$ cat config.mk
export PLATFORM = sky130hd
export DESIGN_NAME = frq_sweep_sequencer
export DESIGN_NICKNAME = d
export VERILOG_FILES = /design/src/rtl/frq_sweep_sequencer.sv
export SDC_FILE = /design/constraint.sdc
export NUM_CORES = 1
export LEC_CHECK = 0
export CORE_ASPECT_RATIO = 0.9
export CORE_MARGIN = 1.5
export CORE_UTILIZATION = 60
export DETAILED_ROUTE_END_ITERATION = 16
export DONT_BUFFER_PORTS = 1
export GPL_TIMING_DRIVEN = 0
export MAX_ROUTING_LAYER = met4
export PLACE_DENSITY = 0.84
export SLEW_MARGIN = 5
export SYNTH_ARGS = -nofsm -noshare
export SYNTH_HDL_FRONTEND = slang
export SYNTH_SLANG_ARGS = --single-unit
$ cat constraint.sdc
create_clock -name clk -period 3.28 [get_ports clk]
set_input_delay 0.328 -clock clk [delete_from_list [all_inputs] [get_ports clk]]
set_output_delay 0.328 -clock clk [all_outputs]
set_load 0.1 [all_outputs]
$ cat src/rtl/frq_sweep_sequencer.sv
// -----------------------------------------------------------------------------
// frq_sweep_sequencer
//
// Purpose:
//   Drives the frequency-select input and the active-low reset of a frequency
//   divider from a small programmable table of {select, dwell} entries. Each
//   entry's select is held for 'dwell' divider output cycles. Every change of
//   select is wrapped in a clean divider reset of RST_CYCLES clk cycles, so
//   the divider never runs on a half-applied select.
//
// Ports:
//   clk          system clock, all state on the rising edge
//   reset_n      asynchronous active-low reset (table contents are kept)
//   wr_en        table write strobe, honoured only while busy=0
//   wr_addr      table entry index
//   wr_sel       select value to store
//   wr_dwell     dwell to store; 0 marks end of sequence
//   start        pulse: run the table from entry 0 (ignored while busy)
//   stop         abort; wins over every other event
//   loop_en      wrap to entry 0 after the last entry (sampled at the wrap)
//   div_clk_in   divider output, asynchronous to clk
//   f_select     registered select to the divider
//   div_reset_n  registered active-low reset to the divider
//   busy         high while a sequence is being applied
//   done         one-cycle pulse on normal completion
//   cur_idx      table entry currently applied
// -----------------------------------------------------------------------------
module frq_sweep_sequencer #(
  parameter int DEPTH      = 8,
  parameter int SEL_W      = 5,
  parameter int DWELL_W    = 8,
  parameter int RST_CYCLES = 2
) (
  input  logic                     clk,
  input  logic                     reset_n,
  input  logic                     wr_en,
  input  logic [$clog2(DEPTH)-1:0] wr_addr,
  input  logic [SEL_W-1:0]         wr_sel,
  input  logic [DWELL_W-1:0]       wr_dwell,
  input  logic                     start,
  input  logic                     stop,
  input  logic                     loop_en,
  input  logic                     div_clk_in,
  output logic [SEL_W-1:0]         f_select,
  output logic                     div_reset_n,
  output logic                     busy,
  output logic                     done,
  output logic [$clog2(DEPTH)-1:0] cur_idx
);

  localparam int AW  = $clog2(DEPTH);
  // Counter for the LOAD phase runs 0 .. RST_CYCLES-1.
  localparam int RCW = (RST_CYCLES > 1) ? $clog2(RST_CYCLES) : 1;

  typedef enum logic [1:0] {
    S_IDLE = 2'd0,
    S_LOAD = 2'd1,
    S_RUN  = 2'd2,
    S_NEXT = 2'd3
  } state_t;

  state_t             state_q, state_d;
  logic [2:0]         sync_q;
  logic [RCW-1:0]     rst_cnt_q, rst_cnt_d;
  logic [DWELL_W-1:0] edge_cnt_q, edge_cnt_d;
  logic [AW-1:0]      cur_idx_q, cur_idx_d;
  logic [SEL_W-1:0]   f_select_q, f_select_d;
  logic               div_rst_n_q, div_rst_n_d;
  logic               done_q, done_d;

  // Sequence table: plain array with combinational read. It is never
  // written while busy, so reads during a sequence see stable contents.
  logic [SEL_W-1:0]   tbl_sel_q   [DEPTH];
  logic [DWELL_W-1:0] tbl_dwell_q [DEPTH];
  logic [DEPTH-1:0]   dwell_nz;

  logic               busy_w;
  logic               edge_det;
  logic [AW-1:0]      nxt_idx;
  logic               seq_end;
  logic [DWELL_W-1:0] cur_dwell;

  assign busy_w = (state_q != S_IDLE);

  always_ff @(posedge clk) begin
    if (wr_en && !busy_w) begin
      tbl_sel_q[wr_addr]   <= wr_sel;
      tbl_dwell_q[wr_addr] <= wr_dwell;
    end
  end

  // Per-entry "not an end marker" flags.
  for (genvar gi = 0; gi < DEPTH; gi++) begin : g_dwell_nz
    assign dwell_nz[gi] = |tbl_dwell_q[gi];
  end

  // sync_q[1] is the second synchronizer stage, sync_q[2] its previous value.
  assign edge_det  = sync_q[1] & ~sync_q[2];
  assign nxt_idx   = cur_idx_q + 1'b1;
  assign seq_end   = (cur_idx_q == AW'(DEPTH - 1)) || !dwell_nz[nxt_idx];
  assign cur_dwell = tbl_dwell_q[cur_idx_q];

  always_ff @(posedge clk or negedge reset_n) begin
    if (!reset_n) begin
      state_q     <= S_IDLE;
      sync_q      <= '0;
      rst_cnt_q   <= '0;
      edge_cnt_q  <= '0;
      cur_idx_q   <= '0;
      f_select_q  <= '0;
      div_rst_n_q <= 1'b0;
      done_q      <= 1'b0;
    end else begin
      state_q     <= state_d;
      sync_q      <= {sync_q[1:0], div_clk_in};
      rst_cnt_q   <= rst_cnt_d;
      edge_cnt_q  <= edge_cnt_d;
      cur_idx_q   <= cur_idx_d;
      f_select_q  <= f_select_d;
      div_rst_n_q <= div_rst_n_d;
      done_q      <= done_d;
    end
  end

  always_comb begin
    state_d     = state_q;
    rst_cnt_d   = rst_cnt_q;
    edge_cnt_d  = edge_cnt_q;
    cur_idx_d   = cur_idx_q;
    f_select_d  = f_select_q;
    div_rst_n_d = div_rst_n_q;
    done_d      = 1'b0;

    if (stop) begin
      // Abort: select and index are deliberately left as they were.
      state_d     = S_IDLE;
      div_rst_n_d = 1'b0;
    end else begin
      case (state_q)
        S_IDLE: begin
          div_rst_n_d = 1'b0;
          if (start) begin
            if (!dwell_nz[0]) begin
              done_d = 1'b1;
            end else begin
              cur_idx_d  = '0;
              f_select_d = tbl_sel_q[0];
              rst_cnt_d  = '0;
              state_d    = S_LOAD;
            end
          end
        end

        S_LOAD: begin
          if (rst_cnt_q == RCW'(RST_CYCLES - 1)) begin
            state_d     = S_RUN;
            div_rst_n_d = 1'b1;
            edge_cnt_d  = '0;
          end else begin
            rst_cnt_d = rst_cnt_q + 1'b1;
          end
        end

        S_RUN: begin
          // Compare before incrementing so a dwell of all-ones never wraps.
          if (edge_det) begin
            if (edge_cnt_q == cur_dwell - 1'b1) begin
              state_d = S_NEXT;
            end else begin
              edge_cnt_d = edge_cnt_q + 1'b1;
            end
          end
        end

        S_NEXT: begin
          if (seq_end) begin
            if (loop_en && dwell_nz[0]) begin
              cur_idx_d   = '0;
              f_select_d  = tbl_sel_q[0];
              div_rst_n_d = 1'b0;
              rst_cnt_d   = '0;
              state_d     = S_LOAD;
            end else begin
              done_d      = 1'b1;
              div_rst_n_d = 1'b0;
              state_d     = S_IDLE;
            end
          end else begin
            // New select and divider reset change on the same edge.
            cur_idx_d   = nxt_idx;
            f_select_d  = tbl_sel_q[nxt_idx];
            div_rst_n_d = 1'b0;
            rst_cnt_d   = '0;
            state_d     = S_LOAD;
          end
        end

        default: begin
          state_d     = S_IDLE;
          div_rst_n_d = 1'b0;
        end
      endcase
    end
  end

  assign f_select    = f_select_q;
  assign div_reset_n = div_rst_n_q;
  assign busy        = busy_w;
  assign done        = done_q;
  assign cur_idx     = cur_idx_q;

endmodule
**Yosys cells after proc, flatten, opt, wreduce, memory -nomap -nowiden**

Memories as Yosys holds them, arrays and structs flattened.
Cells that the tools add are included.

- Register bits: 24
- Bits in latches: 0
- Memory bits (writable): 104
- Bits in read-only memories: 0
- Input bits: 23
- Output and inout bits: 11
- Word-level logic and storage cells: 101
- Memories kept: 2

- Add/subtract/negate cells: 4
- $mul: 0
- Divide/modulo/power cells: 0
- Order comparisons: 1
- Equal/unequal tests: 16
- Shift operators: 0
- Muxes and demuxes: 42
- Bitwise operators: 3
- Reductions and logical operators: 25

Memory list:

| name | depth | bits a word | rd ports | clocked after Yosys merged registers in | write ports | line | text |
|---|---|---|---|---|---|---|---|
| tbl_dwell_q | 8 | 8 | 9 | 0 | 1 | 74 | `logic [DWELL_W-1:0] tbl_dwell_q [DEPTH];` |
| tbl_sel_q | 8 | 5 | 2 | 0 | 1 | 73 | `logic [SEL_W-1:0] tbl_sel_q [DEPTH];` |

Operators with widths:

| cell | number |
|---|---|
| $reduce_or A8 Y1 | 8 |
| $mux W8 | 3 |
| $mux W5 | 4 |
| $reduce_and A5 Y1 | 4 |
| $ne A3 B3 Y1 const B | 6 |
| $mux W1 | 16 |
| $pmux W8 S2 | 1 |
| $mux W2 | 7 |
| $mux W3 | 4 |
| $ne A2 B2 Y1 const B | 5 |
| $pmux W5 S2 | 1 |
| $add A8 B1 Y8 const B | 1 |
| $eq A8 B8 Y1 | 1 |
| $pmux W2 S4 | 1 |
| $sub A8 B1 Y8 const B | 1 |
| $pmux W3 S2 | 1 |
| $reduce_bool A2 Y1 | 3 |
| $reduce_bool A3 Y1 | 2 |
| $eq A2 B2 Y1 const B | 2 |
| $lt A3 B4 Y1 const B | 1 |
| $pmux W1 S2 | 2 |
| $add A3 B1 Y3 const B | 1 |
| $bmux W1 S3 | 1 |
| $eq A3 B3 Y1 const B | 1 |
| 11 further kinds | 14 |

**Depth between registers and ports, before layout**

An unclocked memory read counts as a cell.

- Depth in word-level cells: 9
- Mapped depth: 11
- Mapped depth without buffers: 9

**Least setup slack after synthesis**

Ideal clock, no wire load.

- Kind: reg2reg
- Start: register cur_idx_q[2] (netlist: cur_idx[2])
- End: register edge_cnt_q[3]
- Library setup time: 0.069 ns
- Arrival: 3.471 ns
- Required time: 3.211 ns
- Slack: -0.260 ns
- Stages on the path, launching flop included: 11
- Buffers on the path: 2
- Period minus slack after synthesis: 3.540 ns
- Cell sequence: dfrtp_1 > buf_2 > buf_6 > mux4_2 > mux2i_1 > ha_1 > a311oi_1 > o221ai_1 > nor3_4 > or4_1 > nand3_1

- Word-level cells in the longest chain between the ends: 5

RTL lines:

| what | line | text |
|---|---|---|
| start, declared | 66 | `logic [AW-1:0] cur_idx_q, cur_idx_d;` |
| start signal, assigned | 118 | `cur_idx_q <= cur_idx_d;` |
| $mem_v2 Z8 W8 | n/a |  |
| $sub A8 B1 Y8 | 167 | `if (edge_cnt_q == cur_dwell - 1'b1) begin` |
| $eq A8 B8 Y1 | 167 |  |
| $ne A2 B2 Y1 (no line) | n/a |  |
| $reduce_and A5 Y1 (no line) | n/a |  |
| end signal, assigned | 117 | `edge_cnt_q <= edge_cnt_d;` |
| end, declared | 65 | `logic [DWELL_W-1:0] edge_cnt_q, edge_cnt_d;` |

No other way between the ends.
A chain may end at the register's enable or synchronous reset.

**Final worst setup path**

Ends and elaborated chain as after synthesis.

==> impl_metrics.csv <==
group,metric,value,unit
detailed_routing,firstDrtPassIters,5,
cts,htreeDepth,4,
final_layout,multi_input_area,2180,µm²
timing,rsz0062_at_grt,"true",
timing,hold_viol,0,
timing,fmaxAchievable,308,MHz
setup_path,crit_arrival,3.70,ns
die,start_util,61.2,%
synth,yosys_warnings,0,
synth,synth_nets,415,
cts,cts-root-buf,"clkbuf_8",
die,rows,34,
synth,synth.distinct_cells,54,
global_route,antenna_found_initial,1,
timing,slew_violations,0,
power,total_power,5.38,mW
die,die_y,96.8,µm
run,maxCapViolations,0,
die,die_x,107,µm
global_route,grt_pass1_vias,3809,
power,internal_power,3.55,mW
setup_path,cp-end-kind,"flop",
detailed_routing,postRouteAntennaNets,0,
timing,slew_headroom,39.0,%
power,peakVddDrop,0.000689,V
final_layout,num-fill-cells,545,
power,comb_power_share,21.8,%
place,gp_congestion,0.873,
setup_path,path_class,"reg -> reg",
final_layout,drive_gt1_share,29.3,%
timing,fin_crit,3.24,ns
setup_path,cp_max_fo,8,
synth,synth_area,5860,µm²
synth,synth-seq-cells,128,
cts,clkLatencyLatePin,0.52,ns
min_path,min_path_type,"in -> reg",
timing,skew,0.00852,ns
die,ios,34,
final_layout,area_delta_synth_final,21.4,%
synth,synth_area_per_cell,15.3,µm²
cts,cts.sinks,128,
place,io_buffers,0,
place,place_hpwl,8.87,mm
detailed_routing,drc,0,
global_route,grt_max_degree,25,
setup_path,cp.required,3.73,ns
die,die_area,10400,µm²
cts,cts_tree,"built",
power,p_sw_share,34.0,%
detailed_routing,via_per_inst,6.64,
setup_path,startpoint_type,"flop",
power,p_switching,1.83,mW
power,pwr-share-seq,42.5,%
final_layout,nets,464,
synth,syn_inst,383,
timing,min_period_over_period,98.8,%
global_route,gr-usage-all-layers,29.6,%
power,pwr-share-clk,35.7,%
synth,seq_area_frac_synth,63.5,%
timing,setup_violations,0,
synth,synth_async_sr_flop_share,18.8,%
status,status,"finished clean",
global_route,grt_remaining_overflow,0,
cts,cts.clk_slew.worst_paths,0.07,ns
place,placed_area,6080,µm²
detailed_routing,drt-initial-drc-count,483,
synth,synth-edff-count,104,
detailed_routing,wl_per_cell,25.1,µm
power,p_leak,2.44,nW
detailed_routing,routed_wl,14.3,mm
power,power_density,756,nW/µm²
global_route,grt_pass1_wl,21.4,mm
cts,max-clock-path-buffers,2,
final_layout,fin_area,7120,µm²
synth,synthFlopType,"edfxtp_1",
die,core_area,9570,µm²
detailed_routing,vias,3790,
timing,worst_pin_slew,0.915,ns
cts,numCtsBuffers,17,
final_layout,regArea,3730,µm²
critical path: stages (launching register included):
cell      delay (ns)
dfrtp_4         0.65
buf_8           0.20
mux4_2          0.55
mux2i_4         0.27
o211ai_1        0.16
or3_4           0.36
a31oi_4         0.25
nor3_4          0.11
or4_4           0.53
nand3_2         0.09
layout make-up:
class / instances / area share [%]
Clock inverter: 14 / 2.57
Sequential cell: 128 / 52.5
Antenna cell: 1 / 0.0352
Buffer: 11 / 1.23
Inverter: 9 / 0.527
Clock buffer: 17 / 5.82
Multi-Input combinational cell: 232 / 30.6
Tap cell: 126 / 2.21
Timing Repair Buffer: 33 / 4.55
kinds of logic after synthesis:
logic type               after synthesis  share of synthesized area (%)
XOR/XNOR                               5                          0.747
adder cells (fa/ha/maj)                9                           1.92
flip-flops                           128                           63.5
buffers and inverters                 23                           1.96
multiplexers                          60                           14.8
AND/OR/NAND/NOR                      103                           9.86
AO/OA/AOI/OAI                         55                           7.21
metrics by stage:
| step | setup slack (ns) | setup TNS, ns | hold slack [ns] | util (%) | instances |
|---|---|---|---|---|---|
| after floorplan | 0.0364 | 0 | 0.0324 | - | 383 |
| after global placement | -0.352 | -4.42 | 0.0331 | 62.9 | 509 |
| after detailed placement | -0.520 | -6.06 | 0.0334 | 63.5 | 513 |
| after CTS | -0.0125 | -0.0125 | 0.00661 | 72.4 | 561 |
| after global routing | -0.0798 | -0.420 | 0.0205 | 74.4 | 571 |
| final | 0.0378 | 0 | 0.0329 | 74.4 | 571 |
routing by layer:
metal / GRT usage (%) / wire length (µm) / vias to the layer above / part of all wire [%]
met3: 9.37 / 1240 / 36 / 8.6
met4: 11.8 / 349 / 0 / 2.4
met2: 44.2 / 7070 / 234 / 49
met1: 37.9 / 5650 / 1884 / 40
li1: - / - / 1636 / -
met5: - / 0 / - / 0
power groups by stage:
stage | Combinational (mW) | Sequential [mW] | Clock, mW
3_3_place_gp | 0.939 | 2.30 | 0
2_1_floorplan | 0.790 | 2.27 | 0
5_1_grt | 1.26 | 2.30 | 2.00
3_5_place_dp | 0.987 | 2.31 | 0
6_report | 1.17 | 2.29 | 1.92
4_1_cts | 1.07 | 2.28 | 1.93
path summary, 6_finish.rpt:
check,from,end,slack [ns],depth (start not counted)
max reg2reg,cur_idx[2],edge_cnt_q[3],0.04,9
min in group asynchronous,reset_n,edge_cnt_q[2],0.23,2
min reg2reg,sync_q[0],sync_q[1],0.35,0
max in group asynchronous,reset_n,cur_idx[2],2.88,2
min,wr_addr[1],tbl_sel_q[5][1],0.03,1
max,cur_idx[2],edge_cnt_q[3],0.04,9
synth_stat cells, types with 6 or more instances:
library cell | n | area, µm²
o21ai_0 | 9 | 45.0
nor2b_1 | 6 | 37.5
nor4_1 | 13 | 81.3
nor2_1 | 14 | 52.6
nand2b_1 | 7 | 43.8
nand3_1 | 11 | 55.1
ha_1 | 9 | 113
dfrtp_1 | 24 | 601
mux4_2 | 18 | 405
clkbuf_1 | 7 | 26.3
mux2_2 | 19 | 214
nand2_1 | 16 | 60.1
or3_1 | 6 | 37.5
edfxtp_1 | 104 | 3120
mux2i_1 | 21 | 210
inv_1 | 9 | 33.8
nor3_1 | 10 | 50.1
sequential cells by signal, indices dropped and copies added, names as in the netlist:
| signal | cells |
|---|---|
| sync_q | 3 |
| edge_cnt_q | 8 |
| rst_cnt_q | 1 |
| cur_idx | 3 |
| tbl_dwell_q | 64 |
| state_q | 2 |
| done | 1 |
| div_reset_n | 1 |
| tbl_sel_q | 40 |
| f_select | 5 |
placed cells by master (no fill, tap or decap), types with 6 or more instances in the layout:
| cell type | count |
|---|---|
| o21ai_0 | 8 |
| buf_4 | 15 |
| nor3_1 | 6 |
| nand2_1 | 15 |
| nor4_1 | 13 |
| nor2_1 | 10 |
| nand3_1 | 10 |
| nand2b_1 | 7 |
| dlygate4sd3_1 | 17 |
| clkbuf_16 | 17 |
| nor2b_1 | 6 |
| edfxtp_1 | 104 |
| mux2_2 | 19 |
| dfrtp_1 | 21 |
| mux2i_1 | 20 |
| ha_1 | 8 |
| mux4_2 | 18 |
| inv_1 | 8 |
timing repair:
item,CTS,global route
pin swaps,7,7
endpoints found under the hold margin,133,1
gates cloned,0,1
buffers inserted,3,7
resized for setup,16,17
hold buffers,17,1
setup endpoints to repair,19,18
Note: power is estimated with default switching activity, not from simulation.
